## src/rtl/inst_fetch_if.sv

```systemverilog
// Fetch-stage bus: instruction memory read port, fetch-to-decode handshake
// and the decode/execute redirect inputs.
interface inst_fetch_if;
    logic        imem_en;
    logic [15:0] imem_addr;
    logic [15:0] imem_rdata;
    logic [15:0] instr;
    logic [15:0] PC_out;
    logic        valid_f;
    logic        en_ctrl;
    logic        jvalid;
    logic [15:0] jloc;
    logic        br_valid;
    logic [15:0] br_target;

    modport master (
        output imem_en, imem_addr, instr, PC_out, valid_f,
        input  imem_rdata, en_ctrl, jvalid, jloc, br_valid, br_target
    );

    modport slave (
        input  imem_en, imem_addr, instr, PC_out, valid_f,
        output imem_rdata, en_ctrl, jvalid, jloc, br_valid, br_target
    );
endinterface

```

## src/rtl/inst_fetch.sv

```systemverilog
// Fetch stage: issues reads to a 1-cycle synchronous instruction memory and
// buffers returned words in a 2-entry queue feeding decode.
module inst_fetch #(
    parameter logic [15:0] RESET_PC = 16'h0000,
    parameter logic [15:0] PC_STEP  = 16'd1
) (
    input  logic        clk,
    input  logic        rst,
    inst_fetch_if.master bus
);
    logic [15:0] pc;
    logic [15:0] inflight_pc;
    logic        inflight;
    logic [1:0]  occ;
    logic [15:0] head_instr, head_pc;
    logic [15:0] tail_instr, tail_pc;

    logic        redirect;
    logic [15:0] target;
    logic        deq;
    logic        enq;
    logic [2:0]  pending;
    logic        issue;

    always_comb begin
        redirect = bus.br_valid | bus.jvalid;
        target   = bus.br_valid ? bus.br_target : bus.jloc;

        bus.valid_f = (occ != 2'd0);
        bus.instr   = bus.valid_f ? head_instr : 16'h0000;
        bus.PC_out  = bus.valid_f ? head_pc    : 16'h0000;

        deq = bus.valid_f & bus.en_ctrl;
        // The response arriving in a redirect cycle belongs to the old stream;
        // it is dropped here and the target read returns next cycle.
        enq = inflight & ~redirect;

        pending = {1'b0, occ} + {2'b00, inflight} - {2'b00, deq};
        issue   = ~rst & (redirect | (pending < 3'd2));

        bus.imem_en   = issue;
        bus.imem_addr = rst ? 16'h0000 : (redirect ? target : pc);
    end

    always_ff @(posedge clk) begin
        if (rst) begin
            pc          <= RESET_PC;
            inflight    <= 1'b0;
            inflight_pc <= 16'h0000;
            occ         <= 2'd0;
            head_instr  <= 16'h0000;
            head_pc     <= 16'h0000;
            tail_instr  <= 16'h0000;
            tail_pc     <= 16'h0000;
        end else begin
            inflight <= issue;
            if (issue) begin
                inflight_pc <= bus.imem_addr;
                pc          <= bus.imem_addr + PC_STEP;
            end

            if (redirect) begin
                occ <= 2'd0;
            end else begin
                case ({enq, deq})
                    2'b01: begin
                        head_instr <= tail_instr;
                        head_pc    <= tail_pc;
                        occ        <= occ - 2'd1;
                    end
                    2'b10: begin
                        if (occ == 2'd0) begin
                            head_instr <= bus.imem_rdata;
                            head_pc    <= inflight_pc;
                        end else begin
                            tail_instr <= bus.imem_rdata;
                            tail_pc    <= inflight_pc;
                        end
                        occ <= occ + 2'd1;
                    end
                    2'b11: begin
                        if (occ == 2'd1) begin
                            head_instr <= bus.imem_rdata;
                            head_pc    <= inflight_pc;
                        end else begin
                            head_instr <= tail_instr;
                            head_pc    <= tail_pc;
                            tail_instr <= bus.imem_rdata;
                            tail_pc    <= inflight_pc;
                        end
                    end
                    default: ;
                endcase
            end
        end
    end
endmodule

```

## src/flat_wrapper.sv

```systemverilog
// flat-port wrapper written by rule: the top's interface ports become plain ports
module inst_fetch_flat 
#(
    parameter logic [15:0] RESET_PC = 16'h0000,
    parameter logic [15:0] PC_STEP  = 16'd1
)
  (clk, rst, bus_imem_en, bus_imem_addr, bus_instr, bus_PC_out, bus_valid_f, bus_imem_rdata, bus_en_ctrl, bus_jvalid, bus_jloc, bus_br_valid, bus_br_target);
  inst_fetch_if bus_i ();
  input  logic clk;
  input  logic rst;
  output wire logic [$bits(bus_i.imem_en)-1:0] bus_imem_en;
  output wire logic [$bits(bus_i.imem_addr)-1:0] bus_imem_addr;
  output wire logic [$bits(bus_i.instr)-1:0] bus_instr;
  output wire logic [$bits(bus_i.PC_out)-1:0] bus_PC_out;
  output wire logic [$bits(bus_i.valid_f)-1:0] bus_valid_f;
  input wire logic [$bits(bus_i.imem_rdata)-1:0] bus_imem_rdata;
  input wire logic [$bits(bus_i.en_ctrl)-1:0] bus_en_ctrl;
  input wire logic [$bits(bus_i.jvalid)-1:0] bus_jvalid;
  input wire logic [$bits(bus_i.jloc)-1:0] bus_jloc;
  input wire logic [$bits(bus_i.br_valid)-1:0] bus_br_valid;
  input wire logic [$bits(bus_i.br_target)-1:0] bus_br_target;
  assign bus_imem_en = bus_i.imem_en;
  assign bus_imem_addr = bus_i.imem_addr;
  assign bus_instr = bus_i.instr;
  assign bus_PC_out = bus_i.PC_out;
  assign bus_valid_f = bus_i.valid_f;
  assign bus_i.imem_rdata = bus_imem_rdata;
  assign bus_i.en_ctrl = bus_en_ctrl;
  assign bus_i.jvalid = bus_jvalid;
  assign bus_i.jloc = bus_jloc;
  assign bus_i.br_valid = bus_br_valid;
  assign bus_i.br_target = bus_br_target;
  inst_fetch #(.RESET_PC(RESET_PC), .PC_STEP(PC_STEP)) u_core (.clk(clk), .rst(rst), .bus(bus_i));
endmodule
```

## config.mk

```make
export PLATFORM = sky130hd
export DESIGN_NAME = inst_fetch_flat
export DESIGN_NICKNAME = d
export VERILOG_FILES = /design/src/rtl/inst_fetch_if.sv /design/src/rtl/inst_fetch.sv /design/src/flat_wrapper.sv
export SDC_FILE = /design/constraint.sdc
export NUM_CORES = 1
export LEC_CHECK = 0
export CAP_MARGIN = 20
export CORE_AREA = 3 3 122 124
export CTS_CLUSTER_SIZE = 28
export DETAILED_ROUTE_END_ITERATION = 10
export DIE_AREA = 0 0 125 127
export PLACE_DENSITY = 0.59
export SETUP_SLACK_MARGIN = 0.5
export SYNTH_ARGS = -nofsm -noshare
export SYNTH_HDL_FRONTEND = slang
export SYNTH_SLANG_ARGS = --single-unit
```

## constraint.sdc

```tcl
create_clock -name clk -period 7.57 [get_ports clk]
set_clock_uncertainty 0.15 [all_clocks]
set_input_delay 0.757 -clock clk [delete_from_list [all_inputs] [get_ports clk]]
set_output_delay 0.757 -clock clk [all_outputs]
set_load 0.005 [all_outputs]
```

==> metrics.md, run 1 <==
| Metric | Value |
|---|---|
| Switching pwr | `287 uW` |
| Inst Count DP | `approximately 810` |
| FF+latch count, synth | `99` |
| Setup Buffers After CTS | `0` |
| CTS tree | `yes` |
| Initial DRC count | `297` |
| Internal Power | `around 880 uW` |
| Vias/cell | `4.93` |
| Primary FF master, synth | `dfxtp_1` |
| Hold Buf Count CTS | `0` |
| Comb power frac | `0.132` |
| Max IR drop VDD | `roughly 0.11 mV` |
| Post-Synth Simple-Gate Area | `0.228` |
| Most frequent cells after synthesis | `dfxtp_1 (99), nand2_1 (84), nor2_1 (56)` |
| Synthesized area per cell | `8.55 sq um` |
| Worst Path Arrival | `about 3.9 ns` |
| Worst-path clk slew | `0.06 ns` |
| RSZ-0062 raised after global routing | `false` |
| Critical path peak fanout | `59` |
| Root Driver | `clkbuf_16` |
| Worst path slowest cell | `clkdlybuf4s50_1` |
| Initial Utilization | `0.349` |
| Area leader, netlist | `dfxtp_1` |
| Final hold vios | `0` |
| Clock Latency Late Sink | `0.34 ns` |
| Row cnt | `43` |
| Min-delay src | `u_core.tail_pc[15]$_SDFFE_PP0P_` |
| Tightest Pin Transition | `~1.1 ns` |
| Hold EP | `u_core.tail_pc[15]$_SDFFE_PP0P_` |
| Top-count cell post-synth | `dfxtp_1` |
| Die width | `125 microns` |
| IO Port Bufs | `102` |
| Fmax | `0.206 GHz` |
| Syn_nets | `between 600 and 700` |
| Die area | `15900 sq um` |
| Switching Share | `0.247` |
| Top-area cell type share of the netlist area | `0.409` |
| HPWL Detailed | `8130 microns` |
| Slew margin rel. | `0.244` |
| Min cycle time layout | `4.85 ns` |
| Layout net count | `700` |
| Die Ht | `127 microns` |
| Mux contribution to synthesized area | `0.0416` |
| Seq pwr share | `0.480` |
| Power Density | `186 nW/um^2` |
| Hold depth | `2` |
| Fin Setup TNS | `0 ns` |
| Via Count | `4062` |
| CP bufs+invs | `6` |
| Period utilization | `0.641` |
| Flop-to-flop setup slack | `3.78 ns` |
| Final Non-Filler Cells | `824` |
| CP most frequent cell | `inv_1` |
| Synth area leaders | `dfxtp_1 (41%), a211oi_1 (6.5%), nand2_1 (6.5%)` |
| DRC errors left | `0` |
| Startpoint types | `flop` |
| Clk buf depth | `2` |
| Cell family with most CP delay | `buffers and inverters` |
| WL final | `11800 microns` |
| FF-to-FF path depth | `15` |
| Hold Crit Class | `reg2reg` |
| Crit path required time | `6.66 ns` |
| XOR/XNOR share of the synthesized area | `0.0289` |
| CTS buffer count | `9` |
| Vias in the first global route | `3814` |
| Gr ovfl total | `0` |
| Initial antenna violation count | `0` |
| P&R area growth vs syn | `29.5%` |
| Reg-to-reg endpoint | `u_core.pc[15]$_SDFFE_PP0P_` |
| Slew Limit Fails | `0` |
| GR Util All Layers | `0.146` |
| RePlAce Congestion | `around 0.8` |
| Crit path largest cell delay | `about 0.56 ns` |
| Worst r2r src | `u_core.occ[1]$_SDFFE_PP0P_` |
| Cell chain of the critical path | `inv_1, ha_1, buf_4, inv_1, nand2_1, inv_1, ha_1, nor2_1, fa_1, o21ai_4, buf_4, nor2b_1, clkdlybuf4s50_1` |
| Setup crit end kind | `output port` |
| H-tree levels | `3` |
| Largest family of logic cells by synthesized area | `simple AND/OR/NAND/NOR gates` |
| CTS resizes | `0` |
| Diodes inserted | `0` |
| Total clock sinks | `99` |
| I/O pin cnt | `103` |
| Leak | `between 0.002 and 0.0025 uW` |
| DR pass1 iterations | `4` |
| Post-synth EDFFs | `0` |
| First-pass GRT wire length | `between 15000 and 20000 microns` |
| Post-route ant nets | `0` |
| Adder-Cell Fraction of Synth Area | `0.0196` |
| Core area | `13900 sq um` |
| Clock network power share | `0.388` |
| Synth cell types | `44` |
| Pin count of the biggest net entering global routing | `74` |
| Critical path class | `reg2out` |
| Status | `finished, final reports clean` |
| Mapped Area | `4840 sq um` |
| Max capacitance violation total | `0` |
| Sequential fraction of the synthesis area | `0.409` |
| Cell count after synthesis | `566` |
| Yosys warns | `0` |
| Share of cells above drive strength 1 | `0.0823` |
| Fraction of the mapped netlist area in compound gates | `0.226` |
| Setup Viol. Count Final | `0` |
| Routed len/inst | `14.3 microns` |
| Ys async rst share | `0` |
-- routing by layer --
layer / GRT usage / wire length [microns] / vias to the layer above
met5: 0 / 0 / -
met4: 0.0370 / 119 / 0
met3: 0.0368 / 682 / 10
met2: 0.234 / 5320 / 116
met1: 0.199 / 5670 / 1810
li1: - / - / 2126
-- per-stage QoR --
| stage | hold WS [ns] | total power (uW) | cell area, sq um | setup WS, ns | utilization |
|---|---|---|---|---|---|
| floorplan | 0.286 | 658 | 4840 | 4.50 | - |
| global placement | 0.291 | 723 | 5980 | 3.00 | 0.431 |
| detailed placement | 0.296 | 726 | 5980 | 2.96 | 0.431 |
| global route | 0.321 | 1220 | 6270 | 2.40 | 0.452 |
| CTS | 0.305 | 1180 | 6270 | 2.67 | 0.452 |
| finish | 0.304 | 1160 | 6270 | 2.72 | 0.452 |
-- worst reg2reg max path: cells and delay by family (launching register included) --
family	cells	cell delay, ns
flip-flops	1	0.33
XOR/XNOR	1	0.16
adder cells (fa/ha/maj)	3	0.92
AND/OR/NAND/NOR	5	0.87
buffers and inverters	5	1.10
AO/OA/AOI/OAI	1	0.15
-- power groups by stage --
| stage | Clock, uW | Combinational (uW) | Sequential (uW) |
|---|---|---|---|
| final | 452 | 154 | 559 |
| after global routing | 487 | 170 | 562 |
| after CTS | 464 | 156 | 559 |
| after detailed placement | 0 | 155 | 570 |
| after global placement | 0 | 153 | 570 |
| after floorplan | 0 | 93.3 | 565 |
-- registers in the layout, summed over array words and instances, names as in the netlist --
signal and flops:
u_core.pc 16, u_core.head_pc 16, u_core.head_instr 16, u_core.inflight_pc 16, u_core.tail_pc 16, u_core.tail_instr 16
u_core.occ 2, u_core.inflight 1
-- final cells by class --
type | count | area [sq um]
Multi-Input combinational cell | 412 | 2670
Clock inverter | 5 | 61.3
Timing Repair Buffer | 108 | 1060
Clock buffer | 10 | 229
Tap cell | 180 | 225
Inverter | 10 | 37.5
Sequential cell | 99 | 1980
Fill cell | 1364 | 7610
-- cells in the final DEF, fill, tap and decap left out, types with 2 or more instances in the layout --
| cell type | netlist | routed |
|---|---|---|
| mux2i_1 | 19 | 18 |
| nor2_1 | 56 | 56 |
| a21oi_1 | 35 | 35 |
| dfxtp_1 | 99 | 99 |
| inv_1 | 9 | 9 |
| ha_1 | 6 | 6 |
| xnor2_1 | 13 | 13 |
| nor3_2 | 4 | 4 |
| nor4_1 | 2 | 2 |
| buf_4 | 0 | 7 |
| a211oi_2 | 12 | 12 |
| nand2_1 | 84 | 84 |
| clkdlybuf4s50_1 | 0 | 101 |
| a211oi_1 | 42 | 42 |
| clkbuf_16 | 0 | 9 |
| a211oi_4 | 4 | 4 |
| xor2_1 | 3 | 3 |
| inv_6 | 0 | 2 |
| nor2b_1 | 48 | 48 |
| nand2b_1 | 13 | 13 |
| nand3_1 | 4 | 4 |
| a22oi_1 | 33 | 33 |
| o21ai_0 | 14 | 14 |
-- logic make-up (layout without fill, tap and decap cells) --
family / count (synthesis) / count (layout)
mux: 20 / 20
fa+ha+maj: 7 / 7
simple gates: 222 / 222
flops: 99 / 99
buf+inv: 55 / 133
xor+xnor: 16 / 16
compound gates: 147 / 147
-- how the worst max path moves through the flow --
| stage | slack [ns] | cells past startpoint | to | start |
|---|---|---|---|---|
| finish | 2.72 | 13 | bus_imem_en | u_core.occ[1]$_SDFFE_PP0P_ |
| global route | 2.40 | 13 | bus_imem_en | u_core.occ[1]$_SDFFE_PP0P_ |
| CTS | 2.67 | 13 | bus_imem_en | u_core.occ[1]$_SDFFE_PP0P_ |
| detailed placement | 2.96 | 10 | bus_imem_en | bus_en_ctrl |
| global placement | 3.00 | 10 | bus_imem_en | bus_en_ctrl |
| floorplan | 4.50 | 10 | bus_imem_en | u_core.occ[1]$_SDFFE_PP0P_ |
Note: power is estimated with default switching activity, not from simulation.
==> run 2, diff against run 1 <==
Clock period 7.57 ns to 4.8 ns, I/O delays scaled along.
==> metrics.md, run 2 (synthesis results as in run 1) <==
| Metric | Value |
|---|---|
| Status | `finished, final reports clean` |
| CTS tree | `yes` |
| Commonest non-fill, non-tap cells in the layout | `clkdlybuf4s50_1 (101), dfxtp_1 (99), nand2_1 (84)` |
| Multi-input gate area | `2670 sq um` |
| WL final | `approximately 12000 microns` |
| DRC errors left | `0` |
| Die Ht | `127 microns` |
| Critical path peak fanout | `3` |
| Via Count | `4102` |
| Crit path largest cell delay | `roughly 0.58 ns` |
| Gr ovfl total | `0` |
| Final hold vios | `0` |
| DR pass1 iterations | `4` |
| Worst-path clk slew | `0.07 ns` |
| Total clock sinks | `approximately 100` |
| Cell chain of the critical path | `inv_1, ha_1, inv_1, nand2_1, inv_1, ha_1, nor2_1, fa_1, o21ai_4, nor2b_1, clkdlybuf4s50_1` |
| Vias in the first global route | `roughly 4000` |
| Critical path class | `reg2out` |
| Fin Setup TNS | `0 ns` |
| IO Port Bufs | `102` |
| Hold Buf Count CTS | `0` |
| Post-route ant nets | `0` |
| CTS buffer count | `9` |
| First-pass GRT wire length | `~20000 microns` |
| I/O pin cnt | `103` |
| Period utilization | `0.785` |
| Commonest non-fill, non-tap cell in the layout | `clkdlybuf4s50_1` |
| Share of cells above drive strength 1 | `0.0881` |
| Max IR drop VDD | `0.180 mV` |
| Max capacitance violation total | `0` |
| CP most frequent cell | `inv_1` |
| Root Driver | `clkbuf_16` |
| RSZ-0062 raised after global routing | `false` |
| Clk buf depth | `2` |
| Diodes inserted | `0` |
| # fillers | `1361` |
| P&R area growth vs syn | `30.6%` |
| Slew Limit Fails | `0` |
| Initial Utilization | `0.349` |
| Clock Latency Late Sink | `0.34 ns` |
| Power Density | `297 nW/um^2` |
| Setup ws final | `1.03 ns` |
| Setup Buffers After CTS | `0` |
| Die area | `15900 sq um` |
| Crit path required time | `4.17 ns` |
| HPWL Detailed | `approximately 8000 microns` |
| CTS resizes | `0` |
| H-tree levels | `3` |
| Layout net count | `702` |
| Setup crit end kind | `output port` |
| Setup Viol. Count Final | `0` |
| GR Util All Layers | `0.151` |
| Worst path slowest cell | `clkdlybuf4s50_1` |
| Leak | `about 0.0021 uW` |
| Pre-CTS setup slack | `1.12 ns` |
| Routed len/inst | `14.4 microns` |
| Register area | `1980 sq um` |
| RePlAce Congestion | `between 0.7 and 0.8` |
| Initial antenna violation count | `0` |
| Slew margin rel. | `0.244` |
| Core area | `13900 sq um` |
| Startpoint types | `flop` |
| Vias/cell | `4.96` |
| Pin count of the biggest net entering global routing | `about 70` |
| Worst Path Arrival | `3.14 ns` |
| Die width | `125 microns` |
| Initial DRC count | `301` |
| Tightest Pin Transition | `between 1 and 1.5 ns` |
| Row cnt | `43` |
| Min cycle time layout | `3.77 ns` |
| Hold Crit Class | `reg2reg` |
| Fmax | `~0.27 GHz` |
run 2: cell types whose count changed in the layout (fill, tap and decap cells not counted), sizes merged:
cell      previous run  this run
clkinvlp             0         1
buf                  7         9
clkinv               2         1
inv                 12        13
run 2: worst max-delay path, delay by kind of cell, from the launching register on:
family | cells | cell delay [ns]
AND/OR/NAND/NOR | 3 | 0.47
flip-flops | 1 | 0.38
adder cells (fa/ha/maj) | 3 | 0.90
AO/OA/AOI/OAI | 1 | 0.17
buffers and inverters | 4 | 0.85
run 2: cell type report:
type	count	share of cell area
multi-input combinational	412	0.422
sequential	99	0.313
timing repair buffer	110	0.174
clock buffer	10	0.0378
tap	180	0.0356
clock inverter	6	0.0113
inverter	10	0.00594
run 2: routing by layer:
metal / GRT usage / vias to the layer above / wire [microns]
li1: - / 2114 / -
met4: 0.0478 / 0 / 150
met5: 0 / - / 0
met1: 0.202 / 1868 / 5710
met2: 0.245 / 109 / 5360
met3: 0.0322 / 11 / 672
run 2: through the flow:
stage | util | std cells | instance area (sq um) | hold slack (ns) | power, uW
finish | 0.456 | 827 | 6320 | 0.305 | 1880
global route | 0.456 | 827 | 6320 | 0.325 | 1960
floorplan | - | 566 | 4840 | 0.286 | 1040
global placement | 0.431 | 810 | 5990 | 0.291 | 1140
detailed placement | 0.431 | 810 | 5990 | 0.297 | 1150
CTS | 0.454 | 826 | 6300 | 0.307 | 1890
run 2: worst paths after layout:
path	from	to	slack (ns)	cells past startpoint
hold / removal	u_core.tail_instr[5]$_SDFFE_PP0P_	u_core.tail_instr[5]$_SDFFE_PP0P_	0.31	2
setup / recovery	u_core.occ[0]$_SDFFE_PP0P_	bus_imem_en	1.03	11
hold reg to reg	u_core.tail_instr[5]$_SDFFE_PP0P_	u_core.tail_instr[5]$_SDFFE_PP0P_	0.31	2
setup reg to reg	u_core.occ[0]$_SDFFE_PP0P_	u_core.inflight_pc[12]$_SDFFE_PP0P_	1.75	12
run 2: report_power, final:
group	internal, uW	switching (uW)
Sequential	858	22.2
Combinational	121	125
Clock	425	324
Total	1400	471
